<file path="src/rtl/clk_div_mon_if.sv">
// Signal bundle between a divided-clock source and the clk_div_mon monitor.
// The master side drives the divided clock and the expected period. The
// slave side (the monitor) returns its measurements and status flags.
interface clk_div_mon_if #(
  parameter int CNT_W = 8
) ();

  logic             div_in;
  logic [CNT_W-1:0] exp_period;
  logic [CNT_W-1:0] period;
  logic [CNT_W-1:0] high_time;
  logic             meas_valid;
  logic             period_err;
  logic             duty_err;
  logic             stuck;

  modport master (
    output div_in, exp_period,
    input  period, high_time, meas_valid, period_err, duty_err, stuck
  );

  modport slave (
    input  div_in, exp_period,
    output period, high_time, meas_valid, period_err, duty_err, stuck
  );

endinterface

</file>
<file path="src/rtl/clk_div_mon.sv">
// Divided-clock monitor. div_in is sampled as ordinary data in the clk
// domain. The block measures the rise-to-rise period and the high time of
// each div_in cycle, flags period and duty errors, and raises stuck when
// no rising edge arrives within TIMEOUT clk cycles.
//
// Cycle accounting: the cycle in which a rise is detected is t. The
// measurement closed by that rise, and both error flags, all become
// visible together in cycle t+1. The timeout cycle is the one in which the
// rise-free cycle count reaches TIMEOUT, and stuck shows in the cycle
// after it.
module clk_div_mon #(
  parameter int CNT_W   = 8,
  parameter int TIMEOUT = 255
) (
  input  logic         clk,
  input  logic         reset,
  clk_div_mon_if.slave mon
);

  typedef enum logic {
    IDLE,  // waiting for a first rise; nothing to measure yet
    MEAS   // counting between two rises
  } state_t;

  localparam logic [CNT_W-1:0] CNT_MAX   = '1;
  localparam logic [CNT_W-1:0] CNT_ONE   = CNT_W'(1);
  localparam logic [CNT_W-1:0] TIMEOUT_C = CNT_W'(TIMEOUT);

  state_t           state_q, state_d;
  logic             d_q;
  logic             rise;
  logic [CNT_W-1:0] cnt_q;       // cycles since last rise (or since reset / timeout)
  logic [CNT_W-1:0] high_q;      // high cycles since last rise, rise cycle included
  logic [CNT_W-1:0] period_q;
  logic [CNT_W-1:0] high_time_q;
  logic             meas_valid_q;
  logic             period_err_q;
  logic             duty_err_q;
  logic             stuck_q;

  logic             do_meas;
  logic             do_timeout;

  logic [CNT_W:0]   twice_high;
  logic [CNT_W:0]   period_ext;
  logic [CNT_W:0]   duty_diff;
  logic             duty_bad;

  function automatic logic [CNT_W-1:0] sat_inc(input logic [CNT_W-1:0] v);
    return (v == CNT_MAX) ? v : v + CNT_ONE;
  endfunction

  // Rise detect against last cycle's sample; d_q resets high so a div_in
  // that is already high when reset is released is not taken as a rise.
  assign rise = mon.div_in & ~d_q;

  // Register the previous div_in sample.
  always_ff @(posedge clk) begin
    // NOTE: sequential state uses non-blocking assignments so every
    // register samples pre-edge values regardless of block ordering.
    if (reset) d_q <= 1'b1;
    else       d_q <= mon.div_in;
  end

  // FSM state register.
  always_ff @(posedge clk) begin
    if (reset) state_q <= IDLE;
    else       state_q <= state_d;
  end

  // Next state and per-cycle control. A rise always beats a timeout that
  // falls in the same cycle.
  always_comb begin
    // NOTE: every output of this block gets a default first, so no path
    // can leave one unassigned and infer a latch.
    state_d    = state_q;
    do_meas    = 1'b0;
    do_timeout = 1'b0;
    unique case (state_q)
      IDLE: begin
        if (rise) begin
          state_d = MEAS;
        end else if (cnt_q == TIMEOUT_C) begin
          do_timeout = 1'b1;
        end
      end
      MEAS: begin
        if (rise) begin
          do_meas = 1'b1;
        end else if (cnt_q == TIMEOUT_C) begin
          do_timeout = 1'b1;
          state_d    = IDLE;
        end
      end
      default: state_d = IDLE;
    endcase
  end

  // Duty check |2*high - period| > 1, one bit wider so 2*high cannot overflow.
  always_comb begin
    twice_high = {high_q, 1'b0};
    period_ext = {1'b0, cnt_q};
    duty_diff  = (twice_high >= period_ext) ? (twice_high - period_ext)
                                            : (period_ext - twice_high);
    duty_bad   = (duty_diff > (CNT_W+1)'(1));
  end

  // Saturating cycle and high-time counters; both restart on each rise so
  // they already include the rise cycle itself.
  always_ff @(posedge clk) begin
    if (reset || do_timeout) begin
      cnt_q  <= '0;
      high_q <= '0;
    end else if (rise) begin
      cnt_q  <= CNT_ONE;
      high_q <= CNT_ONE;
    end else begin
      cnt_q  <= sat_inc(cnt_q);
      if (mon.div_in) high_q <= sat_inc(high_q);
    end
  end

  // Capture a measurement and its error flags on each closing rise; the
  // values hold until the next measurement. A timeout leaves them intact.
  always_ff @(posedge clk) begin
    if (reset) begin
      period_q     <= '0;
      high_time_q  <= '0;
      meas_valid_q <= 1'b0;
      period_err_q <= 1'b0;
      duty_err_q   <= 1'b0;
    end else begin
      meas_valid_q <= do_meas;
      if (do_meas) begin
        period_q     <= cnt_q;
        high_time_q  <= high_q;
        period_err_q <= (cnt_q != mon.exp_period);
        duty_err_q   <= duty_bad;
      end
    end
  end

  // Stuck is set by a timeout and cleared by the next rise.
  always_ff @(posedge clk) begin
    if (reset)           stuck_q <= 1'b0;
    else if (rise)       stuck_q <= 1'b0;
    else if (do_timeout) stuck_q <= 1'b1;
  end

  assign mon.period     = period_q;
  assign mon.high_time  = high_time_q;
  assign mon.meas_valid = meas_valid_q;
  assign mon.period_err = period_err_q;
  assign mon.duty_err   = duty_err_q;
  assign mon.stuck      = stuck_q;

endmodule

</file>
<file path="src/flat_wrapper.sv">
// flat-port wrapper written by rule: the top's interface ports become plain ports
module clk_div_mon_flat 
#(
  parameter int CNT_W   = 8,
  parameter int TIMEOUT = 255
)
  (clk, reset, mon_div_in, mon_exp_period, mon_period, mon_high_time, mon_meas_valid, mon_period_err, mon_duty_err, mon_stuck);
  clk_div_mon_if #(.CNT_W(CNT_W)) mon_i ();
  input  logic clk;
  input  logic reset;
  input wire logic [$bits(mon_i.div_in)-1:0] mon_div_in;
  input wire logic [$bits(mon_i.exp_period)-1:0] mon_exp_period;
  output wire logic [$bits(mon_i.period)-1:0] mon_period;
  output wire logic [$bits(mon_i.high_time)-1:0] mon_high_time;
  output wire logic [$bits(mon_i.meas_valid)-1:0] mon_meas_valid;
  output wire logic [$bits(mon_i.period_err)-1:0] mon_period_err;
  output wire logic [$bits(mon_i.duty_err)-1:0] mon_duty_err;
  output wire logic [$bits(mon_i.stuck)-1:0] mon_stuck;
  assign mon_i.div_in = mon_div_in;
  assign mon_i.exp_period = mon_exp_period;
  assign mon_period = mon_i.period;
  assign mon_high_time = mon_i.high_time;
  assign mon_meas_valid = mon_i.meas_valid;
  assign mon_period_err = mon_i.period_err;
  assign mon_duty_err = mon_i.duty_err;
  assign mon_stuck = mon_i.stuck;
  clk_div_mon #(.CNT_W(CNT_W), .TIMEOUT(TIMEOUT)) u_core (.clk(clk), .reset(reset), .mon(mon_i));
endmodule
</file>
<file path="config.mk">
export PLATFORM = sky130hd
export DESIGN_NAME = clk_div_mon_flat
export DESIGN_NICKNAME = d
export VERILOG_FILES = /design/src/rtl/clk_div_mon_if.sv /design/src/rtl/clk_div_mon.sv /design/src/flat_wrapper.sv
export SDC_FILE = /design/constraint.sdc
export NUM_CORES = 1
export LEC_CHECK = 0
export ABC_AREA = 0
export CORE_MARGIN = 4
export CORE_UTILIZATION = 30
export DETAILED_ROUTE_END_ITERATION = 8
export SLEW_MARGIN = 40
export SYNTH_ARGS = -nofsm -noshare
export SYNTH_HDL_FRONTEND = slang
export SYNTH_SLANG_ARGS = --single-unit
</file>
<file path="constraint.sdc">
create_clock -name clk -period 3.9 [get_ports clk]
set_clock_uncertainty 0.15 [all_clocks]
set_input_delay 0.585 -clock clk [delete_from_list [all_inputs] [get_ports clk]]
set_output_delay 0.585 -clock clk [all_outputs]
set_load 0.005 [all_outputs]
</file>
# Word level (Yosys, flattened, before mapping)
# Cells that the tools add are included.
dict set report classes {
  muxes 13
  reduce_logical 6
  add_sub_neg 4
  bitwise 4
  magnitude_cmp 2
  n_eq_ne 5
}
# cell count
set ops {}
lappend ops {{$add A8 B1 Y8 const B} 2}
lappend ops {{$eq A8 B8 Y1 const B} 2}
lappend ops {{$mux W1} 11}
lappend ops {{$ge A9 B8 Y1} 1}
lappend ops {{$gt A9 B1 Y1 const B} 1}
lappend ops {{$mux W9} 1}
lappend ops {{$sub A8 B9 Y9} 1}
lappend ops {{$sub A9 B8 Y9} 1}
lappend ops {{$ne A8 B8 Y1} 1}
lappend ops {{$ne A2 B1 Y1 const B} 2}
lappend ops {{$reduce_and A2 Y1} 2}
lappend ops {{$reduce_or A2 Y1} 2}
lappend ops {{$not A1 Y1} 3}
lappend ops {{$pmux W1 S2} 1}
lappend ops {{$reduce_bool A2 Y1} 1}
lappend ops {{$and A1 B1 Y1} 1}
lappend ops {{$logic_or A1 B1 Y1} 1}
dict set report totals {
  output_inout_bits 20
  regBits 38
  in_bits 11
  elab_cells 46
}

# Logic depth before layout (Yosys ltp)
# Gate-level depths: netlist (run 1).
dict set report depth {
  word_depth 5
  mapped_depth 10
  depth_no_buf 10
}

# Worst setup path before layout (run 1)
# OpenSTA, ideal clock, no wires.
dict set report synth_timing {
  path_kind {reg2reg}
  from {register u_core.cnt_q[2]}
  to {register u_core.duty_err_q (netlist: u_core.mon.duty_err)}
  t_arrival_ps 2442
  path_stages_with_launch 10
  setup_slack_ps 1174
  synth_period_minus_slack_ps 2726
  t_required_ps 3616
  path_cell_list {dfxtp_1 > clkbuf_1 > inv_1 > fa_1 > or4_4 > o21ai_4 > o221a_4 > mux2i_1 > xor2_1 > a311oi_2}
}
dict set report synth_via {
  elab_chain_len 3
}
# item line
set synth_rtl {}
lappend synth_rtl {{start: declaration} clk_div_mon.sv:32} ;# logic [CNT_W-1:0] cnt_q;
lappend synth_rtl {{start signal: assignment} clk_div_mon.sv:118} ;# cnt_q <= sat_inc(cnt_q);
lappend synth_rtl {{$sub A8 B9 Y9, or another cell as far along} clk_div_mon.sv:104} ;# : (period_ext - twice_high);
lappend synth_rtl {{$mux W9 (*)} clk_div_mon.sv:103} ;# duty_diff = (twice_high >= period_ext) ? (twice_high - period_ext)
lappend synth_rtl {{$gt A9 B1 Y1 (*)} clk_div_mon.sv:105} ;# duty_bad = (duty_diff > (CNT_W+1)'(1));
lappend synth_rtl {{end signal: assignment} clk_div_mon.sv:138} ;# duty_err_q <= duty_bad;
lappend synth_rtl {{end: declaration} clk_div_mon.sv:38} ;# logic duty_err_q;
# Every way passes the cells marked *; elsewhere a longest branch is shown, timed or not.
# A chain may end at the register's enable or synchronous reset.

# Worst setup path after layout (run 1)
dict set report layout_timing {
  from {register u_core.cnt_q[1]}
  to {register u_core.duty_err_q (netlist: u_core.mon.duty_err)}
}
# The elaborated chain is that of the path after synthesis.

==> results.md, run 1 <==
STA:
- The total count of hold-check failures in the final report is 0.
- In the final timing run, aggregate negative setup slack is 0 ps.
- The number of max-slew violations in the final report is 0.
- The post-route clock period utilization is 0.750.
- At the pin with the least slew margin, the transition time is 653 ps.
- Setup repair after global routing left no endpoint under its margin.
- Setup violations remaining at the end of the flow were counted as 0.
- Timing would allow up to 342 MHz.
- Subtracting the final worst setup slack from the clock period gives 2930 ps.
- The tightest slew margin relative to the limit is 0.565.

Global routing:
- The busiest layer in global routing is met2.
- For met1 alone, demand over resource in global routing was 0.152.
- The number of global-route vias before repair is 1,786.
- For this run, the total global-route usage over all layers was measured as 0.115.
- For this run, global-route usage on met2 was measured as 0.183.
- Global routing finished with a remaining overflow of 0.
- The fraction of met3 tracks used by global routing is 0.0311.
- The first-pass GRT wire length is 8.18 mm.
- The largest net degree at the start of global routing is 26.
- The number of antenna violations at the first check in global routing is 0.

Placed design:
- Routability-driven placement finished with a final weighted congestion of 0.849.
- The count of buffers from port buffering is 30.
- The half-perimeter wire length after placement is 3.96 mm.
- The total placed instance area is 0.00256 mm².
- Including well taps, the total number of placed cells is 383.

Logic synthesis:
- Yosys mapped a number of flops with a built-in enable equal to 0.
- Synthesis instantiated 44 different standard cells from the library.
- The number of nets in the synthesized netlist is 296.
- The cell area that synthesis handed to floorplanning was 0.00227 mm².
- The leading cell type by number of instances after synthesis is nand2_1.
- The flop and latch count out of synthesis is 38.
- Of the post-synthesis cell area, the dominant cell type holds 0.335.
- The post-synthesis cell type with the largest combined area is dfxtp_1.
- The top flip-flop cell by instance count after synthesis is dfxtp_1.
- After synthesis, the share of flip-flops with an asynchronous set or reset is 0.
- The number of warnings printed during yosys synthesis is 0.
- After synthesis, the mean cell area works out to 8.51 µm².
- By area the synthesized netlist is led by dfxtp_1, ha_1, nand2_1.
- In the synthesized netlist, the cells that appear most often are nand2_1, dfxtp_1, a21oi_1, nor2_1.
- The synthesized instance count is 267.
- The share of the Yosys chip area taken by registers is 0.335.

Run status:
- The run finished with clean final reports.

Floorplan:
- In this run the count of I/O pins placed on the die edge is 31.
- For this configuration, the core starts out at a cell density of 0.311.
- The die height is 95.0 µm.
- The die is 95.0 µm wide.
- The die covers 0.00903 mm².
- The floorplan has 31 rows.
- The region available for standard cell placement spans 0.00729 mm².

Cells and area:
- The proportion of layout cells with a drive suffix above 1 is 0.0651.
- The post-route standard cell area excluding fillers is 0.00270 mm².
- The number of antenna diodes in the final layout is 0.
- The number of fillers in the final layout is 793.
- The count of cells in the finished layout, fillers not included, comes to 391.
- The layout overhead on the synthesized area is 18.7%.
- The number of nets at the end of the flow is 320.

Critical path:
- The worst setup path is launched from a flip-flop.
- For the worst setup path, the data required time is 3920 ps.
- The worst setup path is captured at a flip-flop.
- The biggest fanout along the worst timing path is 7.
- The signal arrival time at the worst endpoint is 2940 ps.
- The category of the critical setup timing path is flip-flop to flip-flop.

CTS:
- The CTS H-tree depth is 2.
- The post-CTS setup buffer count is 0.
- The CTS tree is yes.
- The maximum clock path buffer count is 2.
- The number of resized instances in the post-cts repair step is 0.
- The source-to-sink clock delay at the later pin of the worst-skew pair is 300 ps.
- TritonCTS created 5 clock buffers.
- Buffers inserted to repair hold after CTS numbered 0.
- The buffer type at the clock tree root is clkbuf_8.
- After clock tree synthesis, the clock-pin slew on the worst setup and hold paths is 80 ps.
- The CTS sink count is 38.

Flow run:
- The total of max-cap violations is 0.

Power and ir drop:
- Overall power consumption after layout is estimated at 0.961 mW.
- Dividing total power by cell area gives a power density of 356 mW/mm².
- IR analysis of the VDD net gives a maximum drop of 0.209 mV.
- In this run the static leakage power is 0.994 nW.

Routing:
- The via count normalized by instance count is 4.75.
- The routed wire length per instance is 13.1 µm.
- The detail route stage leaves a number of antenna-violating nets equal to 0.
- The first-pass iteration count of the detailed router is 4.
- The starting DRC count in detailed routing is 58.
- Across all layers, the routed design uses 1,859 vias.
- For this run, design rule violations remaining after detail routing come to 0.
- The total length of routed wires is 5.11 mm.

Worst hold path:
- The kind of path behind the tightest hold check is flip-flop to flip-flop.
[cell families (layout without fill, tap and decap cells)]
| logic type | Yosys count | in the layout | share of synthesized area |
|---|---|---|---|
| compound gates | 48 | 48 | 0.141 |
| xor+xnor | 29 | 29 | 0.112 |
| fa+ha+maj | 18 | 18 | 0.106 |
| buf+inv | 31 | 56 | 0.0931 |
| flops | 38 | 38 | 0.335 |
| mux | 2 | 2 | 0.00882 |
| simple gates | 101 | 101 | 0.205 |
[critical path, cell delays in order, from the launching register on]
cell      delay (ps)
dfxtp_1          470
inv_1             80
ha_1             210
fa_1             450
or4_4            570
o21ai_4          100
o221a_4          240
mux2i_1          220
xor2_1           200
a311oi_2         110
[sequential cells by signal, indices dropped and copies added (netlist names)]
name / cells
u_core.cnt_q: 8
u_core.d_q: 1
u_core.high_q: 8
u_core.mon.duty_err: 1
u_core.mon.high_time: 8
u_core.mon.meas_valid: 1
u_core.mon.period: 8
u_core.mon.period_err: 1
u_core.mon.stuck: 1
u_core.state_q: 1
[metrics by stage]
stage | utilization | hold slack (ps) | setup WS (ps)
2_1_floorplan | - | 302 | 1170
3_3_place_gp | 0.351 | 293 | 1090
3_5_place_dp | 0.351 | 297 | 978
4_1_cts | 0.370 | 308 | 963
5_1_grt | 0.370 | 332 | 834
6_report | 0.370 | 304 | 974
[worst paths after layout]
path / startpoint / to / slack, ps / cells after the start
setup / recovery: u_core.cnt_q[1]$_SDFFE_PP0P_ / u_core.mon.duty_err$_SDFFE_PP0P_ / 970 / 9
hold / removal: u_core.mon.high_time[5]$_SDFFE_PP0P_ / u_core.mon.high_time[5]$_SDFFE_PP0P_ / 300 / 2
setup reg to reg: u_core.cnt_q[1]$_SDFFE_PP0P_ / u_core.mon.duty_err$_SDFFE_PP0P_ / 970 / 9
hold reg to reg: u_core.mon.high_time[5]$_SDFFE_PP0P_ / u_core.mon.high_time[5]$_SDFFE_PP0P_ / 300 / 2
[metal layers]
| metal | vias to the layer above | share of wire |
|---|---|---|
| met5 | - | 0 |
| met4 | 0 | 0.012 |
| met3 | 9 | 0.051 |
| met2 | 37 | 0.46 |
| met1 | 873 | 0.48 |
| li1 | 940 | - |
[cell usage in the layout, fill, tap and decap left out, types with 2 or more instances in the layout]
| cell type | instances |
|---|---|
| a21o_1 | 2 |
| buf_4 | 2 |
| a21oi_1 | 25 |
| nor3_1 | 7 |
| nor4_1 | 2 |
| nand2_1 | 39 |
| ha_1 | 16 |
| nand2b_1 | 2 |
| fa_1 | 2 |
| and3_1 | 3 |
| nor2_1 | 25 |
| a211oi_1 | 5 |
| bufinv_16 | 2 |
| mux2i_1 | 2 |
| xnor2_1 | 15 |
| nand3_1 | 8 |
| clkdlybuf4s50_1 | 30 |
| nand4_1 | 5 |
| nor2b_1 | 3 |
| o21ai_0 | 5 |
| dfxtp_1 | 38 |
| clkbuf_8 | 5 |
| inv_1 | 16 |
| xor2_1 | 14 |
[cell type report]
| cell class | instances | area (µm²) | area share |
|---|---|---|---|
| clock buffer | 5 | 68.8 | 0.0255 |
| clock inverter | 3 | 68.8 | 0.0255 |
| inverter | 16 | 60.1 | 0.0223 |
| multi-input combinational | 198 | 1300 | 0.482 |
| sequential | 38 | 761 | 0.282 |
| tap | 99 | 124 | 0.0459 |
| timing repair buffer | 32 | 315 | 0.117 |
[power breakdown]
| part | internal, mW | switching, mW | total (mW) |
|---|---|---|---|
| clock | 0.256 | 0.150 | 0.406 |
| combinational | 0.0754 | 0.0750 | 0.150 |
| sequential | 0.394 | 0.0105 | 0.404 |
No activity file was read; power rests on OpenSTA's default activity.
==> run 2: changes to the inputs <==
==> constraint.sdc (replaced) <==
create_clock -name clk -period 3 [get_ports clk]
set_clock_uncertainty 0.15 [all_clocks]
set_input_delay 0.45 -clock clk [delete_from_list [all_inputs] [get_ports clk]]
set_output_delay 0.45 -clock clk [all_outputs]
set_load 0.005 [all_outputs]
==> results.md, run 2 (synthesized netlist as in run 1, its figures left out) <==
Run status:
- Result of the run: finished, final reports clean (unchanged).

CTS:
- The number of buffers created by CTS is 5 (unchanged).
- The post-CTS setup buffer count is 0 (unchanged).
- The clock input transition at the sequential cells of the worst setup and hold paths came to 80 ps (about the same).
- The source-to-sink clock delay at the later pin of the worst-skew pair is 290 ps (was 300 ps).
- The maximum clock path buffer count is 2 (unchanged).
- The CTS H-tree depth was 2 (unchanged).
- The CTS tree is yes (unchanged).
- The CTS sink count is 38 (unchanged).
- The number of buffers added to fix hold violations after cts came to 0 (unchanged).
- The number of resized instances in the post-cts repair step came to 0 (unchanged).
- The buffer type at the clock tree root is clkbuf_8 (unchanged).

Floorplan:
- The area of the placeable core is 0.00729 mm² (unchanged).
- The die height is 95.0 µm (unchanged).
- The area of the die is 0.00903 mm² (unchanged).
- The number of top-level pins was 31 (unchanged).
- The starting utilization of the core area is 0.311 (unchanged).
- The number of rows in the core area is 31 (unchanged).
- The floorplan die width is 95.0 µm (unchanged).

Critical path:
- The signal arrival time at the worst endpoint is 2750 ps (was 2940 ps).
- The biggest fanout along the worst timing path is 5 (was 7).
- The category of the critical setup timing path is flip-flop to flip-flop (unchanged).
- The data required time of the critical path is 3020 ps (was 3920 ps).
- The element type at the critical path end was a flip-flop (unchanged).
- The kind of launch point of the worst setup path was a flip-flop (unchanged).

Cells and area:
- The layout overhead on the synthesized area is 18.3% (was 18.7%).
- The antenna cell count came to 0 (unchanged).
- The proportion of layout cells with a drive suffix above 1 is 0.0774 (was 0.0651).
- The post-route standard cell area excluding fillers is 0.00269 mm² (was 0.00270 mm²).
- The commonest non-fill, non-tap cell in the layout is nand2_1 (unchanged).
- Highest-count cells in the layout ignoring fill and taps: nand2_1, dfxtp_1, clkdlybuf4s50_1 (unchanged).
- The number of nets at the end of the flow is 325 (was 320).

Placed design:
- The half-perimeter wire length after placement came to 4.15 mm (was 3.96 mm).
- The total placed instance area is 0.00260 mm² (was 0.00256 mm²).
- The placer's final routability congestion estimate is 0.876 (was 0.849).
- The count of buffers from port buffering is 30 (unchanged).

STA:
- The fmax is 366 MHz (was 342 MHz).
- The slew of the pin with the lowest slew margin is 493 ps (was 653 ps).
- The number of max-slew violations in the final report is 0 (unchanged).
- The post-route clock period utilization is 0.912 (was 0.750).
- The tightest slew margin relative to the limit was 0.668 (was 0.565).
- The total count of hold-check failures in the final report is 0 (unchanged).
- RSZ-0062 raised after global routing: no (unchanged).
- The sum of negative setup slack is 0 ps (unchanged).
- The post-route minimum period is 2730 ps (was 2930 ps).
- The count of endpoints failing setup in the final report came to 0 (unchanged).

Power and ir drop:
- The power per cell area was 407 mW/mm² (was 356 mW/mm²).
- The power after layout is 1.09 mW (was 0.961 mW).
- The leakage power summed over all cells was 1.00 nW (was 0.994 nW).
- The worst vdd rail ir drop is 0.275 mV (was 0.209 mV).

Global routing:
- The total routing resource utilization after global routing was 0.127 (was 0.115).
- The first-pass GRT wire length was 8.99 mm (was 8.18 mm).
- The total global routing overflow came to 0 (unchanged).
- The largest net degree at the start of global routing is 25 (was 26).
- The number of global-route vias before repair came to 1,881 (was 1,786).
- The number of antenna violations at the first check in global routing is 0 (unchanged).

Routing:
- The highest signal layer in the routed design is met4 (unchanged).
- The routed wire length per instance came to 13.4 µm (was 13.1 µm).
- The number of nets still failing antenna checks after routing was 0 (unchanged).
- The via count normalized by instance count is 4.71 (was 4.75).
- The total length of routed wires is 5.31 mm (was 5.11 mm).
- The starting DRC count in detailed routing is 82 (was 58).
- The final routed DRC violation total is 0 (unchanged).
- The wire length on met1 is 2.61 mm (was 2.44 mm).
- The via count is 1,867 (was 1,859).
- The wire length on met3 came to 176 µm (was 260 µm).
- The first-pass iteration count of the detailed router came to 4 (unchanged).
- The total length of routed met2 wires is 2.50 mm (was 2.35 mm).

Flow run:
- The total of max-cap violations was 0 (unchanged).

Worst hold path:
- The kind of path behind the tightest hold check is flip-flop to flip-flop (unchanged).
run 2: cell types whose count changed in the layout (fill, tap and decap cells not counted), sizes merged:
cell,previous run,this run
buf,2,7
bufinv,2,0
clkbuf,5,7
run 2: metrics by stage:
stage / hold WS, ps / setup slack, ps / util / std cells
final: 302 / 265 / 0.369 / 396
after global routing: 331 / 146 / 0.369 / 396
after CTS: 307 / 267 / 0.369 / 396
after detailed placement: 297 / 280 / 0.356 / 388
after global placement: 293 / 344 / 0.356 / 388
after floorplan: 302 / 274 / - / 267
run 2: area by class of cell:
| type | instances | area (µm²) |
|---|---|---|
| inverter | 16 | 60.1 |
| sequential | 38 | 761 |
| clock inverter | 1 | 5.00 |
| fill | 794 | 4600 |
| clock buffer | 7 | 86.3 |
| timing repair buffer | 37 | 353 |
| tap | 99 | 124 |
| multi-input combinational | 198 | 1300 |
run 2: final timing paths:
kind	startpoint	end	slack, ps	cells after the start
worst max register to register	u_core.high_q[0]$_SDFFE_PP0P_	u_core.mon.duty_err$_SDFFE_PP0P_	270	8
worst min-delay path	u_core.mon.high_time[6]$_SDFFE_PP0P_	u_core.mon.high_time[6]$_SDFFE_PP0P_	300	2
worst max-delay path	u_core.high_q[0]$_SDFFE_PP0P_	u_core.mon.duty_err$_SDFFE_PP0P_	270	8
worst min register to register	u_core.mon.high_time[6]$_SDFFE_PP0P_	u_core.mon.high_time[6]$_SDFFE_PP0P_	300	2
run 2: routing by layer:
layer / GRT usage / vias up
li1: - / 943
met1: 0.174 / 893
met2: 0.203 / 28
met3: 0.0359 / 3
met4: 0.0216 / 0
met5: 0 / -
run 2: critical path, cell delays in order (launching register included):
cell	delay [ps]
dfxtp_1	360
ha_1	240
fa_1	440
or4_4	570
o21ai_4	100
o221a_4	230
mux2i_1	220
xor2_1	190
a311oi_2	110
run 2: power by group:
group	leakage (nW)	internal, mW	switching [mW]
combinational	0.645	0.102	0.103
clock	0.0482	0.186	0.180
sequential	0.307	0.512	0.0100
